$ cat config.mk
export PLATFORM = sky130hd
export DESIGN_NAME = mem_arbiter
export DESIGN_NICKNAME = d
export VERILOG_FILES = /design/src/rtl/mem_arbiter.sv
export SDC_FILE = /design/constraint.sdc
export NUM_CORES = 1
export LEC_CHECK = 0
export BUFFER_PORTS_ARGS = -buffer_cell sky130_fd_sc_hd__buf_2
export CORE_MARGIN = 2
export CORE_UTILIZATION = 25
export CTS_CLUSTER_DIAMETER = 100
export DETAILED_ROUTE_END_ITERATION = 7
export PLACE_DENSITY = 0.89
export SLEW_MARGIN = 20
export SYNTH_ARGS = -nofsm -noshare
export SYNTH_HDL_FRONTEND = slang
export SYNTH_SLANG_ARGS = --single-unit
$ cat constraint.sdc
create_clock -name clk -period 1.45 [get_ports clk]
set_input_delay 0.145 -clock clk [delete_from_list [all_inputs] [get_ports clk]]
set_output_delay 0.145 -clock clk [all_outputs]
set_load 0.05 [all_outputs]
$ cat src/rtl/mem_arbiter.sv
// Two-requester arbiter in front of one synchronous single-ported memory.
// Grant is combinational; read data returns the cycle after the granted address.
module mem_arbiter #(
    parameter int AWIDTH  = 16,
    parameter int DWIDTH  = 16,
    parameter int RR      = 0,
    parameter int MAXWAIT = 4
) (
    input  logic              clk,
    input  logic              rst_n,
    input  logic              req0_i,
    input  logic              req1_i,
    input  logic              we0_i,
    input  logic              we1_i,
    input  logic [AWIDTH-1:0] addr0_i,
    input  logic [AWIDTH-1:0] addr1_i,
    input  logic [DWIDTH-1:0] wdata0_i,
    input  logic [DWIDTH-1:0] wdata1_i,
    output logic              gnt0_o,
    output logic              gnt1_o,
    output logic              rvalid0_o,
    output logic              rvalid1_o,
    output logic [DWIDTH-1:0] rdata_o,
    output logic [AWIDTH-1:0] mem_raddr_o,
    input  logic [DWIDTH-1:0] mem_rdata_i,
    output logic [AWIDTH-1:0] mem_waddr_o,
    output logic [DWIDTH-1:0] mem_wdata_o,
    output logic              mem_wr_o,
    output logic              mem_rd_o
);
    localparam int          NPORTS    = 2;
    localparam logic [3:0]  MAXWAIT_W = 4'(MAXWAIT);

    typedef struct packed {
        logic              req;
        logic              we;
        logic [AWIDTH-1:0] addr;
        logic [DWIDTH-1:0] wdata;
    } port_req_t;

    port_req_t [NPORTS-1:0] preq;
    logic [NPORTS-1:0]      gnt;
    logic                   g0, g1, pick1;
    logic                   last_q, last_d;
    logic [3:0]             wait1_q, wait1_d;
    logic [1:0]             rtag_q, rtag_d;
    logic [AWIDTH-1:0]      mem_addr;
    logic [DWIDTH-1:0]      mem_wdata;
    logic                   mem_wr, mem_rd;

    assign preq[0] = {req0_i, we0_i, addr0_i, wdata0_i};
    assign preq[1] = {req1_i, we1_i, addr1_i, wdata1_i};

    // pick1 only matters when both ports request at once.
    if (RR != 0) begin : g_rr
        assign pick1 = ~last_q;
    end else begin : g_fp
        assign pick1 = (wait1_q >= MAXWAIT_W);
    end

    // Gating with rst_n keeps every grant-derived output low during reset.
    always_comb begin
        g1 = 1'b0;
        g0 = 1'b0;
        if (rst_n) begin
            g1 = preq[1].req & (~preq[0].req | pick1);
            g0 = preq[0].req & ~g1;
        end
    end

    assign gnt = {g1, g0};

    always_comb begin
        mem_addr  = '0;
        mem_wdata = '0;
        mem_wr    = 1'b0;
        mem_rd    = 1'b0;
        for (int p = 0; p < NPORTS; p++) begin
            if (gnt[p]) begin
                mem_addr  = preq[p].addr;
                mem_wdata = preq[p].wdata;
                mem_wr    = preq[p].we;
                mem_rd    = ~preq[p].we;
            end
        end
    end

    always_comb begin
        last_d = last_q;
        if (g1)
            last_d = 1'b1;
        else if (g0)
            last_d = 1'b0;

        wait1_d = '0;
        if (req1_i && !g1)
            wait1_d = (wait1_q == 4'hF) ? wait1_q : wait1_q + 4'd1;

        rtag_d = mem_rd ? {1'b1, g1} : 2'b00;
    end

    always_ff @(posedge clk or negedge rst_n) begin
        if (!rst_n) begin
            last_q  <= 1'b1;
            wait1_q <= '0;
            rtag_q  <= '0;
        end else begin
            last_q  <= last_d;
            wait1_q <= wait1_d;
            rtag_q  <= rtag_d;
        end
    end

    assign gnt0_o      = g0;
    assign gnt1_o      = g1;
    assign mem_raddr_o = mem_addr;
    assign mem_waddr_o = mem_addr;
    assign mem_wdata_o = mem_wdata;
    assign mem_wr_o    = mem_wr;
    assign mem_rd_o    = mem_rd;
    assign rvalid0_o   = rtag_q[1] & ~rtag_q[0];
    assign rvalid1_o   = rtag_q[1] &  rtag_q[0];
    assign rdata_o     = mem_rdata_i;

    a_onehot_gnt: assert property (@(posedge clk) disable iff (!rst_n) !(gnt0_o && gnt1_o));
    a_gnt0_req:   assert property (@(posedge clk) disable iff (!rst_n) gnt0_o |-> req0_i);
    a_gnt1_req:   assert property (@(posedge clk) disable iff (!rst_n) gnt1_o |-> req1_i);

endmodule

# --- Word-level counts from Yosys, hierarchy flattened ---
# Cells that the tools add are included.
op_classes:
  addsub: 1
  n_lt_le_gt_ge: 1
  n_eq_ne: 2
  mux: 13
  bitwise: 10
  reduce_logical: 2
op_table:
  columns: ["cell", "count"]
  rows:
  - ["two-way mux 16 bit", 4]
  - ["two-way mux 4 bit", 2]
  - ["two-way mux 1 bit", 6]
  - ["NOT 1 bit", 5]
  - ["adder 4 x 1 -> 4 bit (second input constant)", 1]
  - ["bitwise AND 1 bit", 4]
  - ["== test 4 bit (second input constant)", 1]
  - ["greater-or-equal comparator 4 x 3 -> 1 bit (second input constant)", 1]
  - ["two-way mux 2 bit", 1]
  - ["!= test 2 bit (second input constant)", 1]
  - ["logical AND 1 bit", 1]
  - ["zero test 1 bit", 1]
  - ["bitwise OR 1 bit", 1]
word_totals:
  ff_bits: 6
  input_bits: 86
  out_inout_bits: 70
  word_cells: 31

# --- Logic depth before layout (Yosys ltp) ---
logic_depth:
  word_depth: 9
  depth_mapped: 6
  mapped_depth_nobuf: 4

# --- Least setup slack after synthesis ---
# Ideal clock, no wire load.
synth_path:
  kind: "register to output"
  startpoint: "reg wait1_q[2]"
  endpoint: "out mem_waddr_o[0]"
  t_arrival_ns: 1.785
  path_slack_ns: -0.480
  stages_incl_launch_ff: 7
  path_buffers: 3
  path_cell_list: "dfrtp_1 o21ai_1 and3_1 buf_6 buf_6 a22o_1 buf_4"
synth_between:
  elab_chain_cells: 8
  elab_cells_between_ends: 9
  classes_between: "order compare: 1; mux: 4; bitwise: 4"
synth_rtl:
  columns: ["element", "line_no", "text"]
  rows:
  - ["start: declaration", "45", "logic [3:0] wait1_q, wait1_d;"]
  - ["start signal: assignment", "109", "wait1_q <= wait1_d;"]
  - ["greater-or-equal comparator 4 x 3 -> 1 bit", "58", "assign pick1 = (wait1_q >= MAXWAIT_W);"]
  - ["bitwise OR 1 bit", "66", "g1 = preq[1].req & (~preq[0].req | pick1);"]
  - ["bitwise AND 1 bit", "66", null]
  - ["NOT 1 bit", "67", "g0 = preq[0].req & ~g1;"]
  - ["bitwise AND 1 bit", "67", null]
  - ["two-way mux 1 bit", "65", "if (rst_n) begin"]
  - ["net gnt0_o", "19", "output logic gnt0_o,"]
  - ["two-way mux 16 bit (2 in a row)", "79", "if (gnt[p]) begin"]
  - ["end: declaration", "26", "output logic [AWIDTH-1:0] mem_waddr_o,"]
# The timed path passes the listed nets, and every way through them passes these cells.

# --- Worst setup path after layout ---
layout_path:
  startpoint: "reg wait1_q[2]"
  endpoint: "out mem_wdata_o[15]"
layout_between:
  elab_chain_cells: 8
  elab_cells_between_ends: 9
  classes_between: "order compare: 1; mux: 4; bitwise: 4"
layout_rtl:
  columns: ["element", "line_no", "text"]
  rows:
  - ["greater-or-equal comparator 4 x 3 -> 1 bit *", "58", null]
  - ["bitwise OR 1 bit *", "66", null]
  - ["bitwise AND 1 bit *", "66", null]
  - ["NOT 1 bit", "67", null]
  - ["bitwise AND 1 bit", "67", null]
  - ["two-way mux 1 bit", "65", null]
  - ["two-way mux 16 bit", "79", null]
  - ["two-way mux 16 bit *", "79", null]
  - ["end: declaration", "27", "output logic [DWIDTH-1:0] mem_wdata_o,"]
# Mark *: on every way between the ends. The rest lies on a longest branch, timed or not.

==> flow_metrics.py <==
metrics = {
    "worst_setup_path": {
        "crit_slowest_cell": "dfrtp_1",
        "cp_top_family": "buffers and inverters",
        "cp-end-kind": "primary output",
        "crit_type": "reg -> out",
        "crit_fanout": 14,
        "crit_path_max_incr_delay_ps": 410,
        "crit_buf_inv": 3,
        "worstPathArrival_ps": 1660,
        "start_kind": "flip-flop",
        "worstPathCellList": "buf_6 -> o21ai_2 -> and3_4 -> buf_12 -> a22o_1 -> buf_6",
        "path_common_cell": "buf_6",
        "cp.required_ps": 1310,
    },
    "sta": {
        "drv_slew": 0,
        "max_freq_mhz": 552.5,
        "fin_ws_ps": -360.0,
        "worst_pin_slew_ps": 338.7,
        "hold_violations": 0,
        "rsz0062_at_grt": "true",
        "timing.hold.ws_ps": 128.8,
        "period_share_pct": 124.8,
        "fin_skew_ps": 3.934,
        "slew_headroom_pct": 77.27,
        "setup_violations": 52,
        "min_period_ps": 1810,
    },
    "synthesis": {
        "ys_ff_latch": 6,
        "yosysUniqueCellTypes": 22,
        "yosys_warnings": 0,
        "synth_nets": 191,
        "synth_area_um2": 918.4,
        "synthCells": 104,
        "yosysSeqAreaShare_pct": 16.35,
        "syn_avg_cell_area_um2": 8.831,
    },
    "grt": {
        "grt_pass1_vias": 1262,
        "grt_usage_pct": 20.91,
        "grt_first_pass_wirelength_mm": 6.686,
        "antenna_found_initial": 0,
        "grt-ovfl-total": 0,
        "grt_start_max_net_pins": 15,
    },
    "route": {
        "drcViolationCount": 0,
        "first_pass_iters": 4,
        "totalWireLength_mm": 5.105,
        "wl_per_cell_um": 19.63,
        "drtIter0Drc": 57,
        "postRouteAntennaNets": 0,
        "vias": 1279,
        "viasPerCell": 4.919,
    },
    "placement": {
        "io_buffers": 123,
        "place_hpwl_mm": 2.819,
        "place_ws_ps": -432.3,
        "gp_congestion": 0.7732,
    },
    "finish": {
        "n_antenna_cell": 0,
        "syn2layout_area_growth_pct": 150.0,
        "fill_cells": 278,
        "final_nets": 301,
        "drive_gt1_share_pct": 86.32,
    },
    "clock_tree": {
        "cts.htree.levels": 1,
        "cts_tree": "built",
        "cts_root_buffer": "clkbuf_8",
        "clk_pin_slew_worst_paths_ps": 40,
        "clk_latency_ps": 220,
        "cts.path.max_buffers": 2,
        "cts_num_sinks": 6,
        "cts_buffers": 3,
    },
    "die": {
        "fp.coreArea_mm2": 0.003606,
        "die_h_um": 64.61,
        "die_x_um": 64.61,
        "start_util_pct": 25.47,
        "rows": 22,
        "die-area_mm2": 0.004174,
        "num_io_pins": 156,
    },
    "status": {
        "violations": "setup timing",
        "outcome": "complete, but fails checks",
    },
    "pwr": {
        "leakagePower_uw": 0.001231,
        "power_density_mw_per_mm2": 621.4,
        "max-vdd-ir-drop_mv": 0.5231,
    },
    "worst_hold_path": {
        "holdCritPathClass": "in -> reg",
    },
    "job": {
        "maxCapViolations": 0,
    },
}
power by group:
part           switching [µW]  internal (µW)  leakage, µW  total [µW]
combinational             567            436      0.00113        1000
sequential               6.73            176    0.0000811         183
clock                    63.7            178    0.0000216         241
Yosys cell counts:
cell type | number | area, µm²
ha_1 | 1 | 12.51
nor2_1 | 4 | 15.01
mux2i_1 | 1 | 10.01
nand2_1 | 2 | 7.510
nand3_1 | 2 | 10.01
nor3b_2 | 1 | 12.51
nor2b_1 | 1 | 6.260
buf_4 | 32 | 240.2
o21ai_1 | 1 | 5.000
a22o_1 | 33 | 289.0
a31oi_1 | 1 | 6.260
xnor2_1 | 1 | 8.760
nor2_4 | 1 | 11.26
and2_1 | 1 | 6.260
and3_1 | 1 | 6.260
o21ai_0 | 1 | 5.000
dfrtp_1 | 6 | 150.1
nor3_1 | 3 | 15.01
buf_6 | 7 | 78.83
nor3b_1 | 1 | 7.510
inv_1 | 2 | 7.510
a21o_1 | 1 | 7.510
stage by stage:
step / utilization, % / total power (µW) / setup TNS, ps / cell area [µm²] / cells
floorplan: - / 910.9 / -2513 / 1251 / 104
global placement: 43.48 / 904.2 / -19830 / 1568 / 244
detailed placement: 43.48 / 911.8 / -20150 / 1568 / 244
CTS: 60.17 / 1372 / -15370 / 2170 / 257
global route: 63.67 / 1480 / -19900 / 2296 / 260
finish: 63.67 / 1427 / -16540 / 2296 / 260
final timing paths:
kind | start | end | slack (ps) | cells past startpoint
setup / recovery | wait1_q[2]$_DFFE_PN0P_ | mem_wdata_o[15] | -360 | 6
hold / removal | we1_i | rtag_q[0]$_DFF_PN0_ | 130 | 2
setup reg to reg | wait1_q[3]$_DFFE_PN0P_ | wait1_q[3]$_DFFE_PN0P_ | 100 | 5
hold reg to reg | wait1_q[1]$_DFFE_PN0P_ | wait1_q[1]$_DFFE_PN0P_ | 580 | 2
max in group asynchronous | rst_n | rtag_q[1]$_DFF_PN0_ | 780 | 3
min in group asynchronous | rst_n | wait1_q[2]$_DFFE_PN0P_ | 450 | 3
flip-flops by register name, indices dropped and copies added (netlist names):
signal and cells:
rtag_q 2, wait1_q 4
cells by family (layout without fill, tap and decap cells):
family | count (synthesis) | count (layout) | share of synthesized area [%]
flip-flops | 6 | 6 | 16.35
adder cells (fa/ha/maj) | 1 | 1 | 1.362
AND/OR/NAND/NOR | 17 | 18 | 10.63
buffers and inverters | 41 | 148 | 35.56
AO/OA/AOI/OAI | 37 | 37 | 34.06
XOR/XNOR | 1 | 1 | 0.9539
multiplexers | 1 | 1 | 1.090
final cells by class:
cell class	count	area, µm²	area share [%]
well taps	48	60.06	2.616
multi-input cells	58	758.2	33.02
repair buffers	143	1279	55.70
clock buffers	3	41.29	1.798
inverters	2	7.507	0.3270
flip-flops and latches	6	150.1	6.540
per-layer routing:
| metal | global-route usage, % | up-vias | wire length (µm) |
|---|---|---|---|
| met4 | 7.979 | 0 | 177 |
| met1 | 21.10 | 602 | 1603 |
| met2 | 40.63 | 81 | 2852 |
| met3 | 5.382 | 20 | 472 |
| met5 | 0 | - | 0 |
| li1 | - | 576 | - |
worst reg2reg max path, stage by stage (launching register included):
cell,delay (ps)
dfrtp_1,420
nor3b_4,240
buf_6,140
buf_4,120
o21ai_1,120
nor3_1,220
cells in the final DEF (no fill, tap or decap), drive strengths merged:
master and instances:
o21ai 2, nor2 6, a31oi 1, dlygate4sd3 1
and3 1, ha 1, nor3 3, buf 140
a22o 33, a21o 1, inv 2, nor3b 2
clkbuf 5, dfrtp 6, nand2 2, and2 1
nand3 2, nor2b 1, xnor2 1, mux2i 1
what timing repair did:
item | CTS | global route
setup endpoints to repair | 52 | 54
pin swaps | 9 | 10
hold endpoints to repair | 6 | 6
setup buffers | 7 | 2
gates cloned | 3 | 1
gates resized for setup | 124 | 19
Power figures use the tool's default switching activity.
